**src/rtl/ipif_arb2.sv**
```systemverilog
// rtl/ipif_arb2.sv - two-requester IPIF register-bank arbiter with independent write/read paths
// Each path: round-robin grant, single outstanding access, timeout-forced completion.

module ipif_arb2_ctl #(
    parameter int C_TIMEOUT = 4
) (
    input  logic       aclk,
    input  logic       areset,
    input  logic [1:0] i_req,
    input  logic       i_ack,
    output logic [1:0] o_take,
    output logic       o_issue,
    output logic       o_win,
    output logic       o_m_req,
    output logic [1:0] o_s_ack,
    output logic       o_timeout
);
    typedef enum logic [1:0] {IDLE = 2'd0, ISSUE = 2'd1, WAIT = 2'd2} state_t;

    state_t     r_state;
    logic [1:0] r_pend;
    logic [1:0] r_s_ack;
    logic       r_gnt;
    logic       r_last;
    logic       r_m_req;
    logic       r_timeout;
    logic [3:0] r_cnt;

    logic [1:0] w_busy;
    logic [1:0] w_cand;
    logic       w_active;
    logic       w_expire;

    always_comb begin
        w_active = (r_state != IDLE);
        w_busy   = r_pend;
        if (w_active) w_busy[r_gnt] = 1'b1;
        // a request from a requester already pending or in flight is dropped
        o_take   = i_req & ~w_busy;
        w_cand   = r_pend | o_take;
        o_win    = (w_cand == 2'b11) ? ~r_last : w_cand[1];
        o_issue  = !w_active && (w_cand != 2'b00);
        w_expire = w_active && !i_ack && (r_cnt == 4'(C_TIMEOUT - 1));
    end

    always_ff @(posedge aclk) begin
        if (areset) begin
            r_state   <= IDLE;
            r_pend    <= 2'b00;
            r_gnt     <= 1'b0;
            r_last    <= 1'b1;
            r_cnt     <= 4'd0;
            r_m_req   <= 1'b0;
            r_s_ack   <= 2'b00;
            r_timeout <= 1'b0;
        end else begin
            r_m_req   <= 1'b0;
            r_s_ack   <= 2'b00;
            r_timeout <= 1'b0;
            r_pend    <= w_cand;
            if (o_issue) r_pend[o_win] <= 1'b0;
            case (r_state)
                IDLE: begin
                    if (o_issue) begin
                        r_state <= ISSUE;
                        r_gnt   <= o_win;
                        r_last  <= o_win;
                        r_m_req <= 1'b1;
                        r_cnt   <= 4'd0;
                    end
                end
                default: begin
                    if (i_ack || w_expire) begin
                        r_state          <= IDLE;
                        r_s_ack[r_gnt]   <= 1'b1;
                        r_timeout        <= !i_ack;
                    end else begin
                        r_state <= WAIT;
                        r_cnt   <= r_cnt + 4'd1;
                    end
                end
            endcase
        end
    end

    assign o_m_req   = r_m_req;
    assign o_s_ack   = r_s_ack;
    assign o_timeout = r_timeout;
endmodule

module ipif_arb2 #(
    parameter int C_ADDR_WIDTH = 12,
    parameter int C_DATA_WIDTH = 32,
    parameter int C_TIMEOUT    = 4
) (
    input  logic                      aclk,
    input  logic                      areset,
    input  logic [C_ADDR_WIDTH-3:0]   s0_wr_addr,
    input  logic                      s0_wr_req,
    input  logic [C_DATA_WIDTH/8-1:0] s0_wr_be,
    input  logic [C_DATA_WIDTH-1:0]   s0_wr_data,
    output logic                      s0_wr_ack,
    input  logic [C_ADDR_WIDTH-3:0]   s0_rd_addr,
    input  logic                      s0_rd_req,
    output logic [C_DATA_WIDTH-1:0]   s0_rd_data,
    output logic                      s0_rd_ack,
    input  logic [C_ADDR_WIDTH-3:0]   s1_wr_addr,
    input  logic                      s1_wr_req,
    input  logic [C_DATA_WIDTH/8-1:0] s1_wr_be,
    input  logic [C_DATA_WIDTH-1:0]   s1_wr_data,
    output logic                      s1_wr_ack,
    input  logic [C_ADDR_WIDTH-3:0]   s1_rd_addr,
    input  logic                      s1_rd_req,
    output logic [C_DATA_WIDTH-1:0]   s1_rd_data,
    output logic                      s1_rd_ack,
    output logic [C_ADDR_WIDTH-3:0]   m_wr_addr,
    output logic [C_DATA_WIDTH/8-1:0] m_wr_be,
    output logic [C_DATA_WIDTH-1:0]   m_wr_data,
    output logic                      m_wr_req,
    input  logic                      m_wr_ack,
    output logic [C_ADDR_WIDTH-3:0]   m_rd_addr,
    output logic                      m_rd_req,
    input  logic [C_DATA_WIDTH-1:0]   m_rd_data,
    input  logic                      m_rd_ack,
    output logic                      wr_timeout,
    output logic                      rd_timeout
);
    localparam int AW = C_ADDR_WIDTH - 2;
    localparam int DW = C_DATA_WIDTH;
    localparam int BW = C_DATA_WIDTH / 8;

    if (!(C_DATA_WIDTH == 32 || C_DATA_WIDTH == 64)) begin : g_bad_data_width
        $error("ipif_arb2: C_DATA_WIDTH must be 32 or 64");
    end
    if (C_TIMEOUT < 1 || C_TIMEOUT > 15) begin : g_bad_timeout
        $error("ipif_arb2: C_TIMEOUT must be 1..15");
    end

    logic [1:0][AW-1:0] w_wa, w_ra, r_wa, r_ra;
    logic [1:0][BW-1:0] w_wbe, r_wbe;
    logic [1:0][DW-1:0] w_wd, r_wd, r_rd_hold, w_rd_data;
    logic [DW-1:0]      r_rd_cap;
    logic [AW-1:0]      r_m_wr_addr, r_m_rd_addr;
    logic [BW-1:0]      r_m_wr_be;
    logic [DW-1:0]      r_m_wr_data;

    logic [1:0] w_wr_take, w_wr_sack, w_rd_take, w_rd_sack;
    logic       w_wr_issue, w_wr_win, w_rd_issue, w_rd_win;

    assign w_wa  = {s1_wr_addr, s0_wr_addr};
    assign w_wbe = {s1_wr_be, s0_wr_be};
    assign w_wd  = {s1_wr_data, s0_wr_data};
    assign w_ra  = {s1_rd_addr, s0_rd_addr};

    ipif_arb2_ctl #(.C_TIMEOUT(C_TIMEOUT)) u_wr_ctl (
        .aclk(aclk), .areset(areset), .i_req({s1_wr_req, s0_wr_req}), .i_ack(m_wr_ack),
        .o_take(w_wr_take), .o_issue(w_wr_issue), .o_win(w_wr_win),
        .o_m_req(m_wr_req), .o_s_ack(w_wr_sack), .o_timeout(wr_timeout)
    );

    ipif_arb2_ctl #(.C_TIMEOUT(C_TIMEOUT)) u_rd_ctl (
        .aclk(aclk), .areset(areset), .i_req({s1_rd_req, s0_rd_req}), .i_ack(m_rd_ack),
        .o_take(w_rd_take), .o_issue(w_rd_issue), .o_win(w_rd_win),
        .o_m_req(m_rd_req), .o_s_ack(w_rd_sack), .o_timeout(rd_timeout)
    );

    // r_rd_cap holds last cycle's bank data, i.e. the ack-cycle data when sN_rd_ack fires
    always_comb begin
        for (int n = 0; n < 2; n++) begin
            w_rd_data[n] = r_rd_hold[n];
            if (w_rd_sack[n]) w_rd_data[n] = rd_timeout ? '0 : r_rd_cap;
        end
    end

    always_ff @(posedge aclk) begin
        if (areset) begin
            r_wa        <= '0;
            r_wbe       <= '0;
            r_wd        <= '0;
            r_ra        <= '0;
            r_rd_hold   <= '0;
            r_rd_cap    <= '0;
            r_m_wr_addr <= '0;
            r_m_wr_be   <= '0;
            r_m_wr_data <= '0;
            r_m_rd_addr <= '0;
        end else begin
            r_rd_cap <= m_rd_data;
            for (int n = 0; n < 2; n++) begin
                if (w_wr_take[n]) begin
                    r_wa[n]  <= w_wa[n];
                    r_wbe[n] <= w_wbe[n];
                    r_wd[n]  <= w_wd[n];
                end
                if (w_rd_take[n]) r_ra[n] <= w_ra[n];
                if (w_rd_sack[n]) r_rd_hold[n] <= w_rd_data[n];
            end
            if (w_wr_issue) begin
                r_m_wr_addr <= w_wr_take[w_wr_win] ? w_wa[w_wr_win]  : r_wa[w_wr_win];
                r_m_wr_be   <= w_wr_take[w_wr_win] ? w_wbe[w_wr_win] : r_wbe[w_wr_win];
                r_m_wr_data <= w_wr_take[w_wr_win] ? w_wd[w_wr_win]  : r_wd[w_wr_win];
            end
            if (w_rd_issue) begin
                r_m_rd_addr <= w_rd_take[w_rd_win] ? w_ra[w_rd_win] : r_ra[w_rd_win];
            end
        end
    end

    assign m_wr_addr  = r_m_wr_addr;
    assign m_wr_be    = r_m_wr_be;
    assign m_wr_data  = r_m_wr_data;
    assign m_rd_addr  = r_m_rd_addr;
    assign s0_wr_ack  = w_wr_sack[0];
    assign s1_wr_ack  = w_wr_sack[1];
    assign s0_rd_ack  = w_rd_sack[0];
    assign s1_rd_ack  = w_rd_sack[1];
    assign s0_rd_data = w_rd_data[0];
    assign s1_rd_data = w_rd_data[1];
endmodule

```
**config.mk**
```make
export PLATFORM = sky130hd
export DESIGN_NAME = ipif_arb2
export DESIGN_NICKNAME = d
export VERILOG_FILES = /design/src/rtl/ipif_arb2.sv
export SDC_FILE = /design/constraint.sdc
export NUM_CORES = 1
export LEC_CHECK = 0
export ABC_AREA = 0
export CAP_MARGIN = 20
export CORE_MARGIN = 4
export CORE_UTILIZATION = 40
export CTS_CLUSTER_SIZE = 30
export DETAILED_ROUTE_END_ITERATION = 10
export GPL_TIMING_DRIVEN = 0
export MAX_ROUTING_LAYER = met4
export PLACE_DENSITY = 0.66
export SYNTH_ARGS = -nofsm -noshare
export SYNTH_HDL_FRONTEND = slang
export SYNTH_HIERARCHICAL = 1
export SYNTH_SLANG_ARGS = --single-unit
```
**constraint.sdc**
```tcl
create_clock -name aclk -period 3.4 [get_ports aclk]
set_clock_uncertainty 0.05 [all_clocks]
set_input_delay 0.68 -clock aclk [delete_from_list [all_inputs] [get_ports aclk]]
set_output_delay 0.68 -clock aclk [all_outputs]
set_load 0.01 [all_outputs]
```
==> results.cfg <==
[synthesis]
yosys_most_used_dff = dfxtp_1
ys.warnings.count = 6
synth_edf_count = 0
syn_area_sq_um = 12300
synth.distinct_cells = 43
syn_area_per_cell_sq_um = 10.0
synth_seq_cells = 292
syn-num-nets = 1383
seq_area_frac_synth = 0.474
async_flop_share = 0
synthCells = 1229

[setup_path]
slowest_stage = buf_1
rrSetupSlack_ns = 0.76
reg2reg_from = u_wr_ctl/r_state[1]$_SDFFE_PP0P_
critPathRequiredTime_ns = 2.67
critPathKind = reg -> out
slowest_delay_ns = 0.54
end_kind = primary output
critPathLaunchType = register
worstPathMaxFanout = 10
crit_path_cell_trace = clkbuf_1, buf_1, mux2_2, clkdlybuf4s50_1
crit_arrival_ns = 2.56
worstSetupStartpoint = u_rd_ctl/o_s_ack[1]$_SDFF_PP0_

[power_and_ir_drop]
power_frac_comb = 0.213
ir_drop_mv = 0.332
power_per_cell_area_nw_per_um2 = 566
total_leakage_power_nw = 6.59
power.share.sequential = 0.407
clockPowerShare = 0.381
p_switching_mw = 2.57
p_int_mw = 6.92
p_sw_frac = 0.271

[timing]
grt_setup_unrepaired = false
fin_hold_ws_ns = 0.434
tightestPinTransition_ns = 0.739
hold_violations = 0
drv_slew = 0
slew_headroom = 0.507
setup_viol = 0
timing.fmax_ghz = 0.304
post-route-period-util = 0.969
tns_ns = 0
finalCriticalPeriod_ns = 3.29

[placement]
dp.cells = 1904
port_buffers = 279
place_area_sq_um = 15600
dpl.hpwl_mm = 26.9
gp_congestion = 0.841

[clock_tree]
clock_path_buffers = 3
tritoncts = done
htreeDepth = 2
ctsHoldBuffers = 0
cts_buffers = 34
clkSinkCount = 292
clk_latency_ns = 0.50
clockRootBuffer = clkbuf_16
clkTransAtPathRegs_ns = 0.06

[floorplanning]
dieArea_sq_um = 33700
rows = 64
core_sq_um = 30500
fp.dieW_um = 184
fp.dieH_um = 184
start_util = 0.404
boundaryPins = 280

[finish]
nNetsFinal = 1698
multi_input_area_sq_um = 6050
layout-drive-gt1-share = 0.112
ff_latch_area_sq_um = 5850
area_delta_synth_final_pct = 35.7
stdcell_area_sq_um = 16700
fillCellCount = 2746
final_common_cell = dfxtp_1
final_core_util = 0.549
finalNonFillerCells = 1965
layout_common_cells = dfxtp_1 (292), clkdlybuf4s50_1 (279), nor2_1 (173), mux2i_1 (159), clkbuf_1 (71)

[routing]
post_drt_wl_per_cell_um = 19.0
wirelength_mm = 37.3
viasPerCell = 5.21
drc_errors = 0
vias = 10245
antenna_left = 0
drt_pass1_iterations = 5
drtIter0Drc = 444

[global_route]
grt.overflow.total = 0
grt_usage = 0.218
grt_first_pass_wirelength_mm = 57.5
first_global_vias = 10193
grt_max_degree = 13
grt_antenna_before_repair = 2

[run_status]
outcome = completed

[worst_hold_path]
hp-class = reg -> reg
hp-start = m_rd_addr[4]$_SDFFE_PP0P_

[flow_run]
cap_violations = 0
[what timing repair did]
| action | 4_1_cts | 5_1_grt |
|---|---|---|
| endpoints found under the setup margin | 0 | 22 |
| setup buffers | 0 | 0 |
| resized for setup | 0 | 4 |
[routing by layer]
| layer | vias to the layer above | GRT usage | share of wire |
|---|---|---|---|
| met2 | 345 | 0.346 | 0.46 |
| met3 | 55 | 0.0390 | 0.066 |
| met4 | 0 | 0.0495 | 0.019 |
| met1 | 4898 | 0.293 | 0.46 |
| li1 | 4947 | - | - |
| met5 | - | - | 0 |
[cells in the mapped netlist, types with 3 or more instances]
library cell	count	area (sq um)
nor3_1	61	305
a221o_1	47	470
buf_1	13	48.8
o22ai_1	47	294
a21oi_1	12	60.1
buf_2	21	105
mux2_2	65	732
nand2b_1	48	300
and2_1	62	388
o21ai_0	12	60.1
mux2i_1	159	1590
inv_1	4	15.0
nand3b_1	4	30.0
o221ai_1	6	52.6
mux4_2	9	203
nor3b_1	9	67.6
nor2b_1	66	413
nand2_1	7	26.3
and3_1	4	25.0
nor2_1	173	649
a31o_2	8	70.1
buf_4	3	22.5
clkbuf_1	63	236
dfxtp_1	292	5850
[worst paths after layout]
| path | endpoint | cells past startpoint |
|---|---|---|
| max | s1_rd_data[10] | 4 |
| min | m_rd_addr[4]$_SDFFE_PP0P_ | 2 |
| max reg2reg | m_wr_be[1]$_SDFFE_PP0P_ | 9 |
| min reg2reg | m_rd_addr[4]$_SDFFE_PP0P_ | 2 |
[worst max-delay path: cells and delay by family, from the launching register on]
family	cells	cell delay, ns
buf+inv	3	1.31
flops	1	0.33
mux	1	0.42
[state kept, by name (all words and copies together) (netlist names), 4 cells and up]
signal / count
m_wr_addr: 10
u_rd_ctl/r_cnt: 4
m_rd_addr: 10
r_rd_hold: 64
u_wr_ctl/r_cnt: 4
m_wr_be: 4
r_wa: 20
m_wr_data: 32
r_wd: 64
r_wbe: 8
r_ra: 20
r_rd_cap: 32
[final cells by class]
cell class                      count  share of cell area
Multi-Input combinational cell    831               0.361
Tap cell                          396              0.0296
Timing Repair Buffer              279               0.167
Clock buffer                       52              0.0628
Antenna cell                        3            0.000448
Clock inverter                      6             0.00329
Sequential cell                   292               0.349
Inverter                            5             0.00112
Buffer                            101              0.0256
[stage by stage]
step | power, mW | setup slack (ns)
floorplan | 5.10 | 0.967
global placement | 5.91 | 0.0569
detailed placement | 5.93 | 0.0380
CTS | 9.56 | 0.0482
global route | 9.90 | 0.00379
finish | 9.48 | 0.107
[power groups by stage]
stage,Clock [mW],Combinational (mW),Sequential (mW)
4_1_cts,3.68,2.02,3.85
3_3_place_gp,0,2.00,3.92
6_report,3.61,2.01,3.86
2_1_floorplan,0,1.16,3.93
5_1_grt,3.83,2.18,3.88
3_5_place_dp,0,2.01,3.92
[kinds of logic (layout without fill, tap and decap cells)]
logic type | after synthesis | after routing | synth area share
flip-flops | 292 | 292 | 0.474
AND/OR/NAND/NOR | 450 | 450 | 0.191
adder cells (fa/ha/maj) | 2 | 2 | 0.00203
buffers and inverters | 106 | 443 | 0.0359
multiplexers | 234 | 234 | 0.206
other | 0 | 3 | 0
AO/OA/AOI/OAI | 145 | 145 | 0.0919
Power figures use the tool's default switching activity.
